--- config.mk ---
export PLATFORM = sky130hd
export DESIGN_NAME = pipe_ctrl
export DESIGN_NICKNAME = d
export VERILOG_FILES = /design/src/rtl/pipe_ctrl.sv
export SDC_FILE = /design/constraint.sdc
export NUM_CORES = 1
export LEC_CHECK = 0
export BUFFER_PORTS_ARGS = -buffer_cell sky130_fd_sc_hd__buf_4
export CELL_PAD_IN_SITES_DETAIL_PLACEMENT = 2
export CELL_PAD_IN_SITES_GLOBAL_PLACEMENT = 2
export CORE_MARGIN = 10
export CORE_UTILIZATION = 13
export DETAILED_ROUTE_END_ITERATION = 10
export PLACE_DENSITY_LB_ADDON = 0.1
export SLEW_MARGIN = 40
export SYNTH_ARGS = -nofsm -noshare
export SYNTH_HDL_FRONTEND = slang
export SYNTH_SLANG_ARGS = --single-unit
--- constraint.sdc ---
create_clock -name clk -period 1.15 [get_ports clk]
set_input_delay 0.0575 -clock clk [delete_from_list [all_inputs] [get_ports clk]]
set_output_delay 0.0575 -clock clk [all_outputs]
set_load 0.1 [all_outputs]
--- src/rtl/pipe_ctrl.sv ---
// pipe_ctrl -- pipeline hazard and flush controller for the 5-stage core.
//
// Generates the per-stage write enables (*_Wr) and flushes (*_Flush) for the
// IF/ID/EXE/MEM/WB pipeline registers.
//
// It resolves the following hazards and events:
//   - load-use hazards
//   - multi-cycle MDU stalls
//   - I/D-cache stalls
//   - branch-likely annulment
//   - WB-stage exceptions
//
// An exception that arrives while the D-cache is busy is held in S_EXC_WAIT
// until the access completes. The one-cycle MDU abort pulse follows every
// exception flush by one cycle.
//
// Ports:
//   clk, rst              clock, synchronous active-high reset
//   ID_rs/ID_rt           source fields of the ID instruction
//   ID_ReadRs/ID_ReadRt   ID instruction actually reads rs / rt
//   EXE_IsLoad, EXE_rt    EXE load and its destination register
//   EXE_MDUStall          MDU result not ready
//   EXE_BrLikelyAnnul     annul the delay slot currently in ID
//   IF_ICacheStall        fetch not ready
//   MEM_DCacheStall       data access in MEM not complete
//   WB_ExceptValid        exception committed in WB
//   PC_Wr..WB_Wr          stage register write enables
//   ID_Flush..WB_Flush    stage register flushes (override write enables)
//   Exc_Redirect          PC loads the exception vector this cycle
//   MDU_Flush             registered one-cycle MDU abort pulse
//   Cnt_*                 stall performance counters
//
// Optional feature macro: PIPE_STALL_CNT_EN (defined = counters implemented,
// undefined = Cnt_* tied to zero).
module pipe_ctrl #(
  parameter int CNT_W = 32
) (
  input  logic             clk,
  input  logic             rst,
  input  logic [4:0]       ID_rs,
  input  logic [4:0]       ID_rt,
  input  logic             ID_ReadRs,
  input  logic             ID_ReadRt,
  input  logic             EXE_IsLoad,
  input  logic [4:0]       EXE_rt,
  input  logic             EXE_MDUStall,
  input  logic             EXE_BrLikelyAnnul,
  input  logic             IF_ICacheStall,
  input  logic             MEM_DCacheStall,
  input  logic             WB_ExceptValid,
  output logic             PC_Wr,
  output logic             ID_Wr,
  output logic             EXE_Wr,
  output logic             MEM_Wr,
  output logic             WB_Wr,
  output logic             ID_Flush,
  output logic             EXE_Flush,
  output logic             MEM_Flush,
  output logic             WB_Flush,
  output logic             Exc_Redirect,
  output logic             MDU_Flush,
  output logic [CNT_W-1:0] Cnt_DStall,
  output logic [CNT_W-1:0] Cnt_MDUStall,
  output logic [CNT_W-1:0] Cnt_LoadUse,
  output logic [CNT_W-1:0] Cnt_Exc
);

  typedef enum logic [0:0] {
    S_RUN      = 1'b0,
    S_EXC_WAIT = 1'b1
  } state_t;

  state_t r_state;
  state_t w_state_nxt;
  logic   r_mdu_flush;
  logic   w_exc_action;
  logic   w_load_use;

  // r0 is hard-wired zero, so a load targeting it never creates a hazard.
  assign w_load_use = EXE_IsLoad && (EXE_rt != 5'd0) &&
                      ((ID_ReadRs && (ID_rs == EXE_rt)) ||
                       (ID_ReadRt && (ID_rt == EXE_rt)));

  always_ff @(posedge clk) begin
    if (rst) begin
      r_state     <= S_RUN;
      r_mdu_flush <= 1'b0;
    end else begin
      r_state     <= w_state_nxt;
      r_mdu_flush <= w_exc_action;
    end
  end

  assign MDU_Flush = r_mdu_flush;

  always_comb begin
    PC_Wr        = 1'b1;
    ID_Wr        = 1'b1;
    EXE_Wr       = 1'b1;
    MEM_Wr       = 1'b1;
    WB_Wr        = 1'b1;
    ID_Flush     = 1'b0;
    EXE_Flush    = 1'b0;
    MEM_Flush    = 1'b0;
    WB_Flush     = 1'b0;
    Exc_Redirect = 1'b0;
    w_exc_action = 1'b0;
    w_state_nxt  = r_state;

    case (r_state)
      S_RUN: begin
        if (WB_ExceptValid && MEM_DCacheStall) begin
          // Freeze everything; the flush is deferred until the access ends.
          PC_Wr       = 1'b0;
          ID_Wr       = 1'b0;
          EXE_Wr      = 1'b0;
          MEM_Wr      = 1'b0;
          WB_Wr       = 1'b0;
          w_state_nxt = S_EXC_WAIT;
        end else if (WB_ExceptValid) begin
          w_exc_action = 1'b1;
        end else if (MEM_DCacheStall) begin
          PC_Wr    = 1'b0;
          ID_Wr    = 1'b0;
          EXE_Wr   = 1'b0;
          MEM_Wr   = 1'b0;
          WB_Flush = 1'b1;
        end else if (EXE_MDUStall) begin
          PC_Wr     = 1'b0;
          ID_Wr     = 1'b0;
          EXE_Wr    = 1'b0;
          MEM_Flush = 1'b1;
        end else begin
          if (w_load_use) begin
            PC_Wr     = 1'b0;
            ID_Wr     = 1'b0;
            EXE_Flush = 1'b1;
          end else if (IF_ICacheStall) begin
            PC_Wr    = 1'b0;
            ID_Flush = 1'b1;
          end
          // Annulment only matters when ID is not frozen by a stronger stall.
          if (EXE_BrLikelyAnnul) begin
            ID_Flush = 1'b1;
          end
        end
      end

      S_EXC_WAIT: begin
        if (MEM_DCacheStall) begin
          PC_Wr  = 1'b0;
          ID_Wr  = 1'b0;
          EXE_Wr = 1'b0;
          MEM_Wr = 1'b0;
          WB_Wr  = 1'b0;
        end else begin
          // The held exception fires regardless of WB_ExceptValid now;
          // a reset in this cycle abandons it without redirecting.
          w_exc_action = !rst;
          w_state_nxt  = S_RUN;
        end
      end

      default: begin
        w_state_nxt = S_RUN;
      end
    endcase

    if (w_exc_action) begin
      ID_Flush     = 1'b1;
      EXE_Flush    = 1'b1;
      MEM_Flush    = 1'b1;
      WB_Flush     = 1'b1;
      PC_Wr        = 1'b1;
      Exc_Redirect = 1'b1;
    end
  end

`ifdef PIPE_STALL_CNT_EN
  logic             w_ev_dstall;
  logic             w_ev_mdu;
  logic             w_ev_lduse;
  logic [CNT_W-1:0] r_cnt_dstall;
  logic [CNT_W-1:0] r_cnt_mdu;
  logic [CNT_W-1:0] r_cnt_lduse;
  logic [CNT_W-1:0] r_cnt_exc;

  // Each event is counted only when it is the rule selected in that cycle.
  assign w_ev_dstall = ((r_state == S_RUN) && !WB_ExceptValid && MEM_DCacheStall) ||
                       ((r_state == S_EXC_WAIT) && MEM_DCacheStall);
  assign w_ev_mdu    = (r_state == S_RUN) && !WB_ExceptValid && !MEM_DCacheStall &&
                       EXE_MDUStall;
  assign w_ev_lduse  = (r_state == S_RUN) && !WB_ExceptValid && !MEM_DCacheStall &&
                       !EXE_MDUStall && w_load_use;

  always_ff @(posedge clk) begin
    if (rst) begin
      r_cnt_dstall <= '0;
      r_cnt_mdu    <= '0;
      r_cnt_lduse  <= '0;
      r_cnt_exc    <= '0;
    end else begin
      if (w_ev_dstall)  r_cnt_dstall <= r_cnt_dstall + 1'b1;
      if (w_ev_mdu)     r_cnt_mdu    <= r_cnt_mdu + 1'b1;
      if (w_ev_lduse)   r_cnt_lduse  <= r_cnt_lduse + 1'b1;
      if (w_exc_action) r_cnt_exc    <= r_cnt_exc + 1'b1;
    end
  end

  assign Cnt_DStall   = r_cnt_dstall;
  assign Cnt_MDUStall = r_cnt_mdu;
  assign Cnt_LoadUse  = r_cnt_lduse;
  assign Cnt_Exc      = r_cnt_exc;
`else
  assign Cnt_DStall   = '0;
  assign Cnt_MDUStall = '0;
  assign Cnt_LoadUse  = '0;
  assign Cnt_Exc      = '0;
`endif

endmodule

Word level (Yosys, flattened, before mapping)
Cells that the tools add are included.

word-level totals
  register bits after elaboration = 2
  bits of input ports = 25
  output and inout port bits = 139
  word-level logic and storage cells = 72

operators by class
  equality and inequality tests = 2
  mux-type cells = 59
  bitwise gates (word level) = 1
  reduce and logical (&&, ||, !) cells = 8

operators by type and width
  cell                                number
  1-bit two-way mux                   52
  1-bit case mux with 2 select lines  7
  5-bit equality test                 2
  1-bit logical AND                   5
  5-bit nonzero test                  1
  1-bit logical NOT                   1
  1-bit logical OR                    1
  1-bit NOT                           1

Logic depth before layout (Yosys ltp)
Gate-level depths: netlist (run 1).

  depth after elaboration = 12
  depth in mapped cells = 5

Worst setup path before layout (run 1)
Ideal clock, no wire load.

  path kind = reg2out
  start point = reg r_state
  end point = out ID_Flush
  data arrival time = 3.742 ns
  slack = -2.650 ns
  stages on the path, launching flop included = 5
  path buffers = 0
  path through = dfxtp_1 -> nand2b_1 -> a21oi_1 -> nor3_1 -> a21oi_1

on the way
  cells in the longest elaborated chain, start to end = 3

RTL lines
  item                                line  RTL
  start, declared                     73    state_t r_state;
  start signal, assigned              89    r_state <= w_state_nxt;
  1-bit NOT                           --
  1-bit case mux with 2 select lines  110   case (r_state)
  1-bit two-way mux *                 169   if (w_exc_action) begin
  end, declared                       56    output logic ID_Flush,

Mark *: on every way between the ends. The rest lies on a longest branch, timed or not.

Worst setup path after layout (run 1)
  start point = reg r_state
  end point = out PC_Wr

on the way
  cells in the longest elaborated chain, start to end = 3

RTL lines
  item                                line  RTL
  1-bit NOT                           --
  1-bit case mux with 2 select lines  110
  1-bit two-way mux *                 169
  end, declared                       51    output logic PC_Wr,

Marked as above.

==> results of run 1 <==
## synthesized netlist by cell type, drive strengths merged, types with 2 or more instances
library cell	instances	area, µm²
nor2	6	22.52
xnor2	11	96.34
o21ai	2	21.27
o22ai	2	12.51
nand2	2	7.510
inv	2	7.500
nand4	2	12.51
nor3	3	15.01
buf	128	960.9
dfxtp	2	40.04
a21oi	5	25.02
nand2b	2	12.51
## layer usage
metal / share of wire (%) / GRT usage, % / routed length [µm] / vias to the layer above
li1: - / - / - / 412
met1: 29 / 4.364 / 1259 / 406
met2: 60 / 10.87 / 2627 / 79
met3: 11 / 2.344 / 480 / 5
met4: 1.0 / 1.584 / 45 / 0
met5: 0 / 0 / 0 / -
## flip-flops by register name, summed over array words and instances, names as in the netlist
signal / cells
r_state: 1
MDU_Flush: 1
## kinds of logic (layout without fill, tap and decap cells)
family          Yosys count  after routing  share of synthesized area, %
other cells               1            128                        0.2893
buf+inv                 131             61                         75.00
compound gates           13             13                         6.950
simple gates             18             18                         7.239
xor+xnor                 11             11                         7.432
flops                     2              2                         3.089
## worst min path at each step
| stage | start | end | slack, ps | cells after the start |
|---|---|---|---|---|
| global placement | rst | r_state$_SDFF_PP0_ | 340 | 3 |
| floorplan | rst | r_state$_SDFF_PP0_ | 120 | 1 |
| detailed placement | rst | r_state$_SDFF_PP0_ | 330 | 3 |
| finish | rst | r_state$_SDFF_PP0_ | 110 | 3 |
| CTS | rst | r_state$_SDFF_PP0_ | 110 | 3 |
| global route | rst | r_state$_SDFF_PP0_ | 130 | 3 |
## layout make-up
cell class	count	area, µm²
clock buffers	4	45.04
flip-flops and latches	2	43.79
multi-input cells	170	908.4
well taps	133	166.4
fillers	1203	7996
repair buffers	55	561.8
inverters	2	7.507
## through the flow
stage | power, mW | instance area (µm²) | hold slack [ps]
floorplan | 2.563 | 1874 | 120.2
global placement | 2.425 | 1459 | 338.9
detailed placement | 2.421 | 1459 | 334.4
CTS | 2.804 | 1630 | 113.4
global route | 2.942 | 1733 | 127.3
finish | 2.866 | 1733 | 111.8
## repair_timing
action | in CTS | in global routing
setup buffers | 1 | 3
pin swaps | 2 | 7
resized for setup | 29 | 17
setup endpoints to repair | 9 | 9
## cells in the final DEF, fill, tap and decap left out
master / synthesis / final
a31o_4: 0 / 1
nor2_4: 0 / 1
buf_8: 0 / 2
or4_4: 1 / 1
nand2b_4: 0 / 2
nor2_2: 0 / 1
nor2_1: 6 / 4
clkbuf_8: 0 / 3
inv_1: 1 / 1
clkbuf_1: 1 / 1
a21oi_4: 0 / 3
a21oi_2: 0 / 1
xnor2_1: 11 / 11
o22ai_4: 0 / 1
inv_2: 1 / 1
or2_2: 1 / 1
a21oi_1: 5 / 1
nor3_4: 0 / 1
a211oi_2: 0 / 1
nand4_1: 2 / 2
buf_12: 0 / 8
nand2_1: 2 / 2
o31ai_4: 0 / 1
buf_4: 128 / 36
o21ai_4: 1 / 2
nor3_2: 0 / 1
buf_6: 0 / 9
o22ai_1: 2 / 1
conb_1: 1 / 128
or3_4: 0 / 1
dfxtp_1: 2 / 1
a21boi_4: 0 / 1
nor3_1: 3 / 1
dfxtp_4: 0 / 1
## power by group through the flow
stage | Clock, mW | Combinational [mW] | Sequential (mW)
after floorplan | 0 | 2.47 | 0.0899
after global placement | 0 | 2.35 | 0.0744
after detailed placement | 0 | 2.35 | 0.0745
after CTS | 0.303 | 2.43 | 0.0740
after global routing | 0.313 | 2.55 | 0.0748
final | 0.298 | 2.49 | 0.0744
## worst max-delay path, stage by stage (launching register included)
cell	delay (ps)
dfxtp_4	340
or3_4	360
buf_6	130
o31ai_4	200
buf_12	210
==> flow_summary.json, run 1 <==
{
  "cts_buffer_depth": 2,
  "portBuffers": 35,
  "grt_start_max_net_pins": 10,
  "gp_congestion": 0.6360,
  "finalMaxSlewViolations": 0,
  "clk_pin_slew_ps": 30,
  "grt_setup_unrepaired": "true",
  "stdcell_count": 366,
  "hp-class": "in -> reg",
  "grt_pass1_wl_mm": 6.168,
  "avgSynthCellArea_um2": 7.365,
  "vias": 902,
  "fp.coreArea_um2": 9729,
  "fin_nets": 259,
  "violations": "setup timing",
  "finalCriticalPeriod_ps": 1514,
  "endpoint_kind": "output pin",
  "p_sw_share_pct": 79.26,
  "clock.fmax_ghz": 0.6604,
  "setup_viol": 9,
  "skew_ps": 4.195,
  "synth.cell_area_um2": 1296,
  "startpoint_type": "flop",
  "crit_start": "r_state$_SDFF_PP0_",
  "ys_ff_latch": 2,
  "synth_ff_type": "dfxtp_1",
  "pwr-share-comb_pct": 87.0,
  "dp_slack_ps": -394.9,
  "synth_edf_count": 0,
  "clock_sinks": 2,
  "fin_ws_ps": -364.1,
  "dieHeight_um": 119.9,
  "period_share_pct": 131.7,
  "wl_mm": 4.413,
  "synth_cell_type_count": 23,
  "p_clk_share_pct": 10.4,
  "cellPowerDensity_nw_per_um2": 1654,
  "grt_pass1_vias": 1091,
  "clk_latency_ps": 210,
  "maxCapViolCount": 0,
  "p_seq_share_pct": 2.6,
  "place_inst": 358,
  "detail-route-antenna-nets": 0,
  "vdd_drop_max_v": 0.0003409,
  "grt_remaining_overflow": 0,
  "htree_levels": 1,
  "cp-endpoint": "PC_Wr",
  "postSynthCellCount": 176,
  "post-route-util_pct": 17.81,
  "drive_above_1_share_pct": 34.33,
  "seq_area_frac_synth_pct": 3.089,
  "wl_per_cell_um": 12.06,
  "cts_root_buf": "clkbuf_8",
  "async_flop_share_pct": 0,
  "path_max_fanout": 3,
  "worstReg2RegEnd": "r_state$_SDFF_PP0_",
  "leakage_nw": 0.8934,
  "crit_required_ps": 1090,
  "first_pass_iters": 1,
  "antenna_found_initial": 0,
  "cp_data_arrival_time_ps": 1460,
  "grtUsageTotal_pct": 5.300,
  "cts_made_buffers": 3,
  "r2r-start": "r_state$_SDFF_PP0_",
  "area_growth_pct": 33.69,
  "tns_ps": -2243,
  "cts_hold_buf": 0,
  "yosys_warnings": 0,
  "vias_per_cell": 2.464,
  "start_util_pct": 13.32,
  "diodes": 0,
  "drcViolationCount": 0,
  "cts_tree": "yes",
  "dieArea_um2": 14370,
  "crit_type": "reg -> out",
  "power.switching_mw": 2.271,
  "row_count": 36,
  "status": "finished, violations left",
  "rr_worst_depth": 5,
  "dieWidth_um": 119.9,
  "num_io_pins": 164,
  "reg2reg_setup_slack_ps": 130,
  "p_int_uw": 594.2,
  "dp_hpwl_mm": 4.108,
  "drtIter0Drc": 0,
  "finalHoldViolations": 0
}
Power figures use the tool's default switching activity.
==> run 2, diff against run 1 <==
--- a/config.mk
+++ b/config.mk
@@ -5,11 +5,12 @@
 export SDC_FILE = /design/constraint.sdc
 export NUM_CORES = 1
 export LEC_CHECK = 0
+export ABC_AREA = 1
 export BUFFER_PORTS_ARGS = -buffer_cell sky130_fd_sc_hd__buf_4
 export CELL_PAD_IN_SITES_DETAIL_PLACEMENT = 2
 export CELL_PAD_IN_SITES_GLOBAL_PLACEMENT = 2
 export CORE_MARGIN = 10
-export CORE_UTILIZATION = 13
+export CORE_UTILIZATION = 12
 export DETAILED_ROUTE_END_ITERATION = 10
 export PLACE_DENSITY_LB_ADDON = 0.1
 export SLEW_MARGIN = 40
==> constraint.sdc (replaced) <==
create_clock -name clk -period 1.15 [get_ports clk]
set_input_delay 0.23 -clock clk [delete_from_list [all_inputs] [get_ports clk]]
set_output_delay 0.23 -clock clk [all_outputs]
set_load 0.1 [all_outputs]
==> run 2 against run 1 <==
- the flow still finishes with violations (setup timing)
- die area rose by 11%
- synthesized area rose by 4.1%
- largest power group unchanged
- total power rose by 10%
- sequential cell count did not move
- cell count rose by 12%
- largest cell class unchanged
- combinational power rose by 3%
- critical path depth rose by 2
- clock skew fell by 0.60 ps
- first-iteration DRC count rose by 18
- worst hold slack improved by 180 ps
==> flow_summary.json, run 2 <==
{
  "status": "finished, violations left",
  "violations": "setup timing",
  "cellPowerDensity_nw_per_um2": 1604,
  "start_util_pct": 12.33,
  "synth_ff_type": "dfxtp_1",
  "dieWidth_um": 126.0,
  "htree_levels": 1,
  "finalCriticalPeriod_ps": 1491,
  "wl_per_cell_um": 11.48,
  "path_max_fanout": 4,
  "reg2reg_setup_slack_ps": 90,
  "avgSynthCellArea_um2": 6.187,
  "drtIter0Drc": 18,
  "detail-route-antenna-nets": 0,
  "clock_sinks": 2,
  "ys_ff_latch": 2,
  "fill_cells": 1356,
  "synth_top_area_cell": "buf_4",
  "drive_above_1_share_pct": 41.64,
  "yosysMostFrequentCell": "buf_4",
  "synth.cell_area_um2": 1349,
  "num_io_pins": 164,
  "hp-class": "in -> reg",
  "first_pass_iters": 4,
  "vdd_drop_max_v": 0.001175,
  "seq_area_frac_synth_pct": 2.968,
  "cts_made_buffers": 3,
  "antenna_found_initial": 0,
  "grt_remaining_overflow": 0,
  "skew_ps": 3.592,
  "async_flop_share_pct": 0,
  "maxCapViolCount": 0,
  "period_share_pct": 129.6,
  "yosys_warnings": 0,
  "startpoint_type": "flop",
  "fin_ws_ps": -340.8,
  "crit_type": "reg -> out",
  "grtUsageTotal_pct": 5.308,
  "vias": 1034,
  "clock.fmax_ghz": 0.6708,
  "timing.hold.ws_ps": 287.2,
  "r2r-start": "r_state$_SDFF_PP0_",
  "finalHoldViolations": 0,
  "endpoint_kind": "output pin",
  "cts_tree": "yes",
  "finalMaxSlewViolations": 0,
  "setup_viol": 9,
  "cts_root_buf": "clkbuf_16",
  "final_common_cell": "conb_1",
  "hold_path_end": "r_state$_SDFF_PP0_",
  "wl_mm": 4.697,
  "crit_required_ps": 920,
  "synth_cell_type_count": 11,
  "grt_setup_unrepaired": "true",
  "clk_latency_ps": 220,
  "worstReg2RegEnd": "MDU_Flush$_SDFF_PP0_",
  "postSynthCellCount": 218,
  "area_growth_pct": 45.64,
  "place_inst": 404,
  "fp.coreArea_um2": 10940,
  "dp_hpwl_mm": 4.410,
  "grt_pass1_wl_mm": 6.886,
  "portBuffers": 35,
  "drcViolationCount": 0,
  "vias_per_cell": 2.528,
  "rr_worst_depth": 7,
  "gp_congestion": 0.6731,
  "hold_depth": 3,
  "synth.top_cells.by_count": "128 x buf_4, 40 x nand2_1, 21 x inv_1",
  "grt_pass1_vias": 1226,
  "cp_data_arrival_time_ps": 1260,
  "yosys-top-cells-area": "buf_4 71%, nand2_1 11%, inv_1 5.8%, nor2_1 4.2%, dfxtp_1 3.0%",
  "most-common-layout-cells": "128 x conb_1, 23 x buf_4, 16 x nand2_2, 15 x nand2_1",
  "synth_top_area_share_pct": 71.24,
  "row_count": 38,
  "synth_edf_count": 0,
  "stdcell_count": 409,
  "min_from": "rst",
  "post-route-util_pct": 17.96,
  "clk_pin_slew_ps": 30,
  "finalPower_mw": 3.152,
  "grt_start_max_net_pins": 5,
  "dieArea_um2": 15880,
  "leakage_nw": 1.075,
  "diodes": 0,
  "dieHeight_um": 126.0,
  "fin_nets": 296,
  "cts_buffer_depth": 2
}
## run 2: cell types whose count changed after synthesis, sizes merged, moves of 2 or more
| cell | delta |
|---|---|
| a21oi | -4 |
| inv | +19 |
| nand2 | +38 |
| nand2b | -2 |
| nand3 | +4 |
| nor2 | +9 |
| nor3 | -3 |
| o21ai | +2 |
| o22ai | -2 |
| xnor2 | -11 |
## run 2: timing repair
action	in CTS	in global routing
hold buffers	0	0
setup endpoints to repair	10	10
resized for setup	64	35
pin swaps	20	23
setup buffers	0	3
## run 2: report_power, final
part	internal [mW]	leakage, nW	switching, mW
Clock	0.442	0.0370	0.0753
Sequential	0.0723	0.0171	0.00367
Combinational	0.301	1.02	2.26
Total	0.815	1.07	2.34
## run 2: logic make-up (layout without fill, tap and decap cells)
logic type      after synthesis  in the layout  synth area share [%]
flops                         2              2                 2.969
other cells                   1            128                0.2780
buf+inv                     149             73                 77.09
simple gates                 61             61                 17.81
compound gates                5              5                 1.855
## run 2: worst max-delay path by stage
| stage | from | end | slack, ps | depth (start not counted) |
|---|---|---|---|---|
| after floorplan | MEM_DCacheStall | WB_Flush | -860 | 5 |
| after global placement | EXE_rt[2] | ID_Flush | -520 | 13 |
| after detailed placement | EXE_rt[2] | ID_Flush | -530 | 13 |
| after CTS | EXE_rt[3] | ID_Flush | -360 | 13 |
| after global routing | r_state$_SDFF_PP0_ | EXE_Flush | -410 | 6 |
| final | r_state$_SDFF_PP0_ | EXE_Flush | -340 | 6 |
## run 2: through the flow
stage | worst slack (ps) | cell area, µm² | setup TNS, ps
2_1_floorplan | -864.4 | 1962 | -4245
3_3_place_gp | -515.1 | 1541 | -3232
3_5_place_dp | -525.6 | 1541 | -3169
4_1_cts | -358.8 | 1847 | -2552
5_1_grt | -413.1 | 1964 | -3089
6_report | -340.8 | 1964 | -2541
## run 2: area by class of cell
| class | count | area [µm²] | share of cell area (%) |
|---|---|---|---|
| multi-input cells | 194 | 983.4 | 50.06 |
| repair buffers | 49 | 576.8 | 29.36 |
| well taps | 140 | 175.2 | 8.917 |
| inverters | 21 | 110.1 | 5.605 |
| clock buffers | 3 | 75.07 | 3.822 |
| flip-flops and latches | 2 | 43.79 | 2.229 |
## run 2: worst max-delay path, cell delays in order, from the launching register on
cell and delay, ps:
dfxtp_4 350, nor2_4 140, inv_2 70, nor2_4 140, nand3_4 90, nand2_4 70
buf_12 170
## run 2: metal layers
metal / track usage [%] / wire (µm)
met4: 0.6028 / 20
met5: 0 / 0
met3: 4.782 / 879
met1: 4.816 / 1541
met2: 8.977 / 2255
==> run 3, diff against run 2 <==
--- a/config.mk
+++ b/config.mk
@@ -6,12 +6,13 @@
 export NUM_CORES = 1
 export LEC_CHECK = 0
 export ABC_AREA = 1
-export BUFFER_PORTS_ARGS = -buffer_cell sky130_fd_sc_hd__buf_4
+export BUFFER_PORTS_ARGS = -buffer_cell sky130_fd_sc_hd__buf_2
 export CELL_PAD_IN_SITES_DETAIL_PLACEMENT = 2
 export CELL_PAD_IN_SITES_GLOBAL_PLACEMENT = 2
 export CORE_MARGIN = 10
 export CORE_UTILIZATION = 12
 export DETAILED_ROUTE_END_ITERATION = 10
+export MAX_ROUTING_LAYER = met4
 export PLACE_DENSITY_LB_ADDON = 0.1
 export SLEW_MARGIN = 40
 export SYNTH_ARGS = -nofsm -noshare
==> constraint.sdc (replaced) <==
create_clock -name clk -period 1.15 [get_ports clk]
set_input_delay 0.115 -clock clk [delete_from_list [all_inputs] [get_ports clk]]
set_output_delay 0.115 -clock clk [all_outputs]
set_load 0.1 [all_outputs]
==> run 3 against run 2 <==
- register-to-register slack improved by 140 ps
- clock power about the same
- highest routed layer unchanged
- fmax rose by 3.8%
- the run still ends with setup timing left
- sequential cell count did not move
- non-clock buffer count is the same
==> flow_summary.json, run 3 (same netlist as run 2, synthesis figures left out) <==
{
  "reg2reg_setup_slack_ps": 230,
  "startpoint_type": "flop",
  "p_int_uw": 754.9,
  "dp_slack_ps": -222.8,
  "crit_type": "reg -> out",
  "p_clk_share_pct": 16.9,
  "finalCriticalPeriod_ps": 1436,
  "finalMaxSlewViolations": 0,
  "violations": "setup timing",
  "detail-route-antenna-nets": 0,
  "dp_hpwl_mm": 4.476,
  "first_pass_iters": 4,
  "vdd_drop_max_v": 0.0005965,
  "grtUsageTotal_pct": 5.427,
  "portBuffers": 35,
  "drive_above_1_share_pct": 30.86,
  "fill_cells": 1371,
  "cts_tree": "yes",
  "num_io_pins": 164,
  "antenna_found_initial": 1,
  "vias_per_cell": 2.544,
  "pwr-share-comb_pct": 80.6,
  "grt_setup_unrepaired": "true",
  "clk_latency_ps": 220,
  "timing.hold.ws_ps": 116.0,
  "cp_common_cell": "o21ai_4",
  "fp.coreArea_um2": 10940,
  "fin_nets": 296,
  "drtIter0Drc": 24,
  "hold_path_end": "r_state$_SDFF_PP0_",
  "hp-class": "in -> reg",
  "grt_remaining_overflow": 0,
  "wl_mm": 4.622,
  "r2r-start": "r_state$_SDFF_PP0_",
  "hold_depth": 2,
  "drcViolationCount": 0,
  "setup_viol": 9,
  "post-route-util_pct": 16.00,
  "cellPowerDensity_nw_per_um2": 1752,
  "cts_made_buffers": 3,
  "skew_ps": 0.4258,
  "min_from": "rst",
  "row_count": 38,
  "most-common-layout-cells": "128 x conb_1, 31 x nand2_1, 24 x buf_2, 11 x inv_1, 11 x buf_12",
  "endpoint_kind": "output pin",
  "maxCapViolCount": 0,
  "slowest_stage": "dfxtp_4",
  "seqCellArea_um2": 43.79,
  "critical_path.max_stage_delay_ps": 340,
  "clock_sinks": 2,
  "area_growth_pct": 29.68,
  "dieHeight_um": 126.0,
  "cts_hold_buf": 0,
  "cts_buffer_depth": 2,
  "p_sw_share_pct": 75.37,
  "grt_pass1_vias": 1225,
  "crit_path_cell_trace": "buf_6 > nand3b_1 > o21ai_4 > inv_4 > o21ai_4 > buf_12",
  "cts_root_buf": "clkbuf_16",
  "rr_worst_depth": 5,
  "cp_data_arrival_time_ps": 1320,
  "clock.fmax_ghz": 0.6964,
  "dieWidth_um": 126.0,
  "vias": 1043,
  "status": "finished, violations left",
  "start_util_pct": 12.33,
  "p_seq_share_pct": 2.5,
  "tns_ps": -1903,
  "period_share_pct": 124.9,
  "gp_congestion": 0.6426,
  "fin_ws_ps": -285.9,
  "dieArea_um2": 15880,
  "leakage_nw": 1.015,
  "grt_pass1_wl_mm": 6.782,
  "grt_start_max_net_pins": 5,
  "worstReg2RegEnd": "MDU_Flush$_SDFF_PP0_",
  "crit_required_ps": 1030,
  "final_common_cell": "conb_1",
  "wl_per_cell_um": 11.27,
  "htree_levels": 1,
  "clk_pin_slew_ps": 30,
  "power.switching_mw": 2.310,
  "path_max_fanout": 4,
  "finalHoldViolations": 0,
  "multi_input_area_um2": 887.1
}
run 3: cell types whose count changed in the layout (fill, tap and decap cells not counted), moves of 4 or more:
cell	change
inv_1	+5
buf_2	+24
nor2_1	+4
buf_4	-13
buf_6	-7
nand2_2	-13
nand2_1	+16
buf_8	-4
run 3: timing repair:
action	CTS	global route
buffers inserted	1	1
pin swaps	3	0
setup endpoints to repair	9	9
gates cloned	0	0
gates resized for setup	15	5
run 3: worst max-delay path, delay by kind of cell, from the launching register on:
family | cells | cell delay [ps]
buffers and inverters | 3 | 390
and+or+nand+nor | 1 | 180
DFF | 1 | 340
AOI/OAI and AO/OA | 2 | 170
run 3: area by class of cell:
class / count / share of cell area [%]
multi-input cells: 194 / 50.72
repair buffers: 49 / 26.32
well taps: 140 / 10.01
inverters: 21 / 6.009
clock buffers: 3 / 4.292
flip-flops and latches: 2 / 2.504
diodes: 1 / 0.1431
run 3: power groups by stage:
| stage | Combinational [mW] | Sequential, mW | Clock [mW] |
|---|---|---|---|
| after floorplan | 2.48 | 0.0885 | 0 |
| after CTS | 2.45 | 0.0765 | 0.529 |
| after detailed placement | 2.42 | 0.0775 | 0 |
| after global routing | 2.55 | 0.0766 | 0.540 |
| final | 2.47 | 0.0763 | 0.518 |
| after global placement | 2.43 | 0.0772 | 0 |
run 3: layer usage:
metal	GRT usage (%)	wire length, µm	up-vias
met1	4.993	1543	458
met4	1.206	30	0
li1	-	-	496
met5	-	0	-
met3	3.649	704	4
met2	9.191	2344	85
run 3: how the worst max path moves through the flow:
stage | start | to | slack, ps | cells after the start
floorplan | MEM_DCacheStall | WB_Flush | -630 | 5
global placement | EXE_rt[2] | ID_Flush | -220 | 13
detailed placement | EXE_rt[3] | ID_Flush | -220 | 13
CTS | r_state$_SDFF_PP0_ | WB_Flush | -310 | 6
global route | r_state$_SDFF_PP0_ | WB_Flush | -340 | 6
finish | r_state$_SDFF_PP0_ | WB_Flush | -290 | 6
run 3: metrics by stage:
step | power (mW) | instances | cell area, µm²
after global routing | 3.162 | 410 | 1749
after global placement | 2.503 | 404 | 1595
after CTS | 3.051 | 408 | 1724
final | 3.065 | 410 | 1749
after detailed placement | 2.503 | 404 | 1595
after floorplan | 2.569 | 345 | 1951
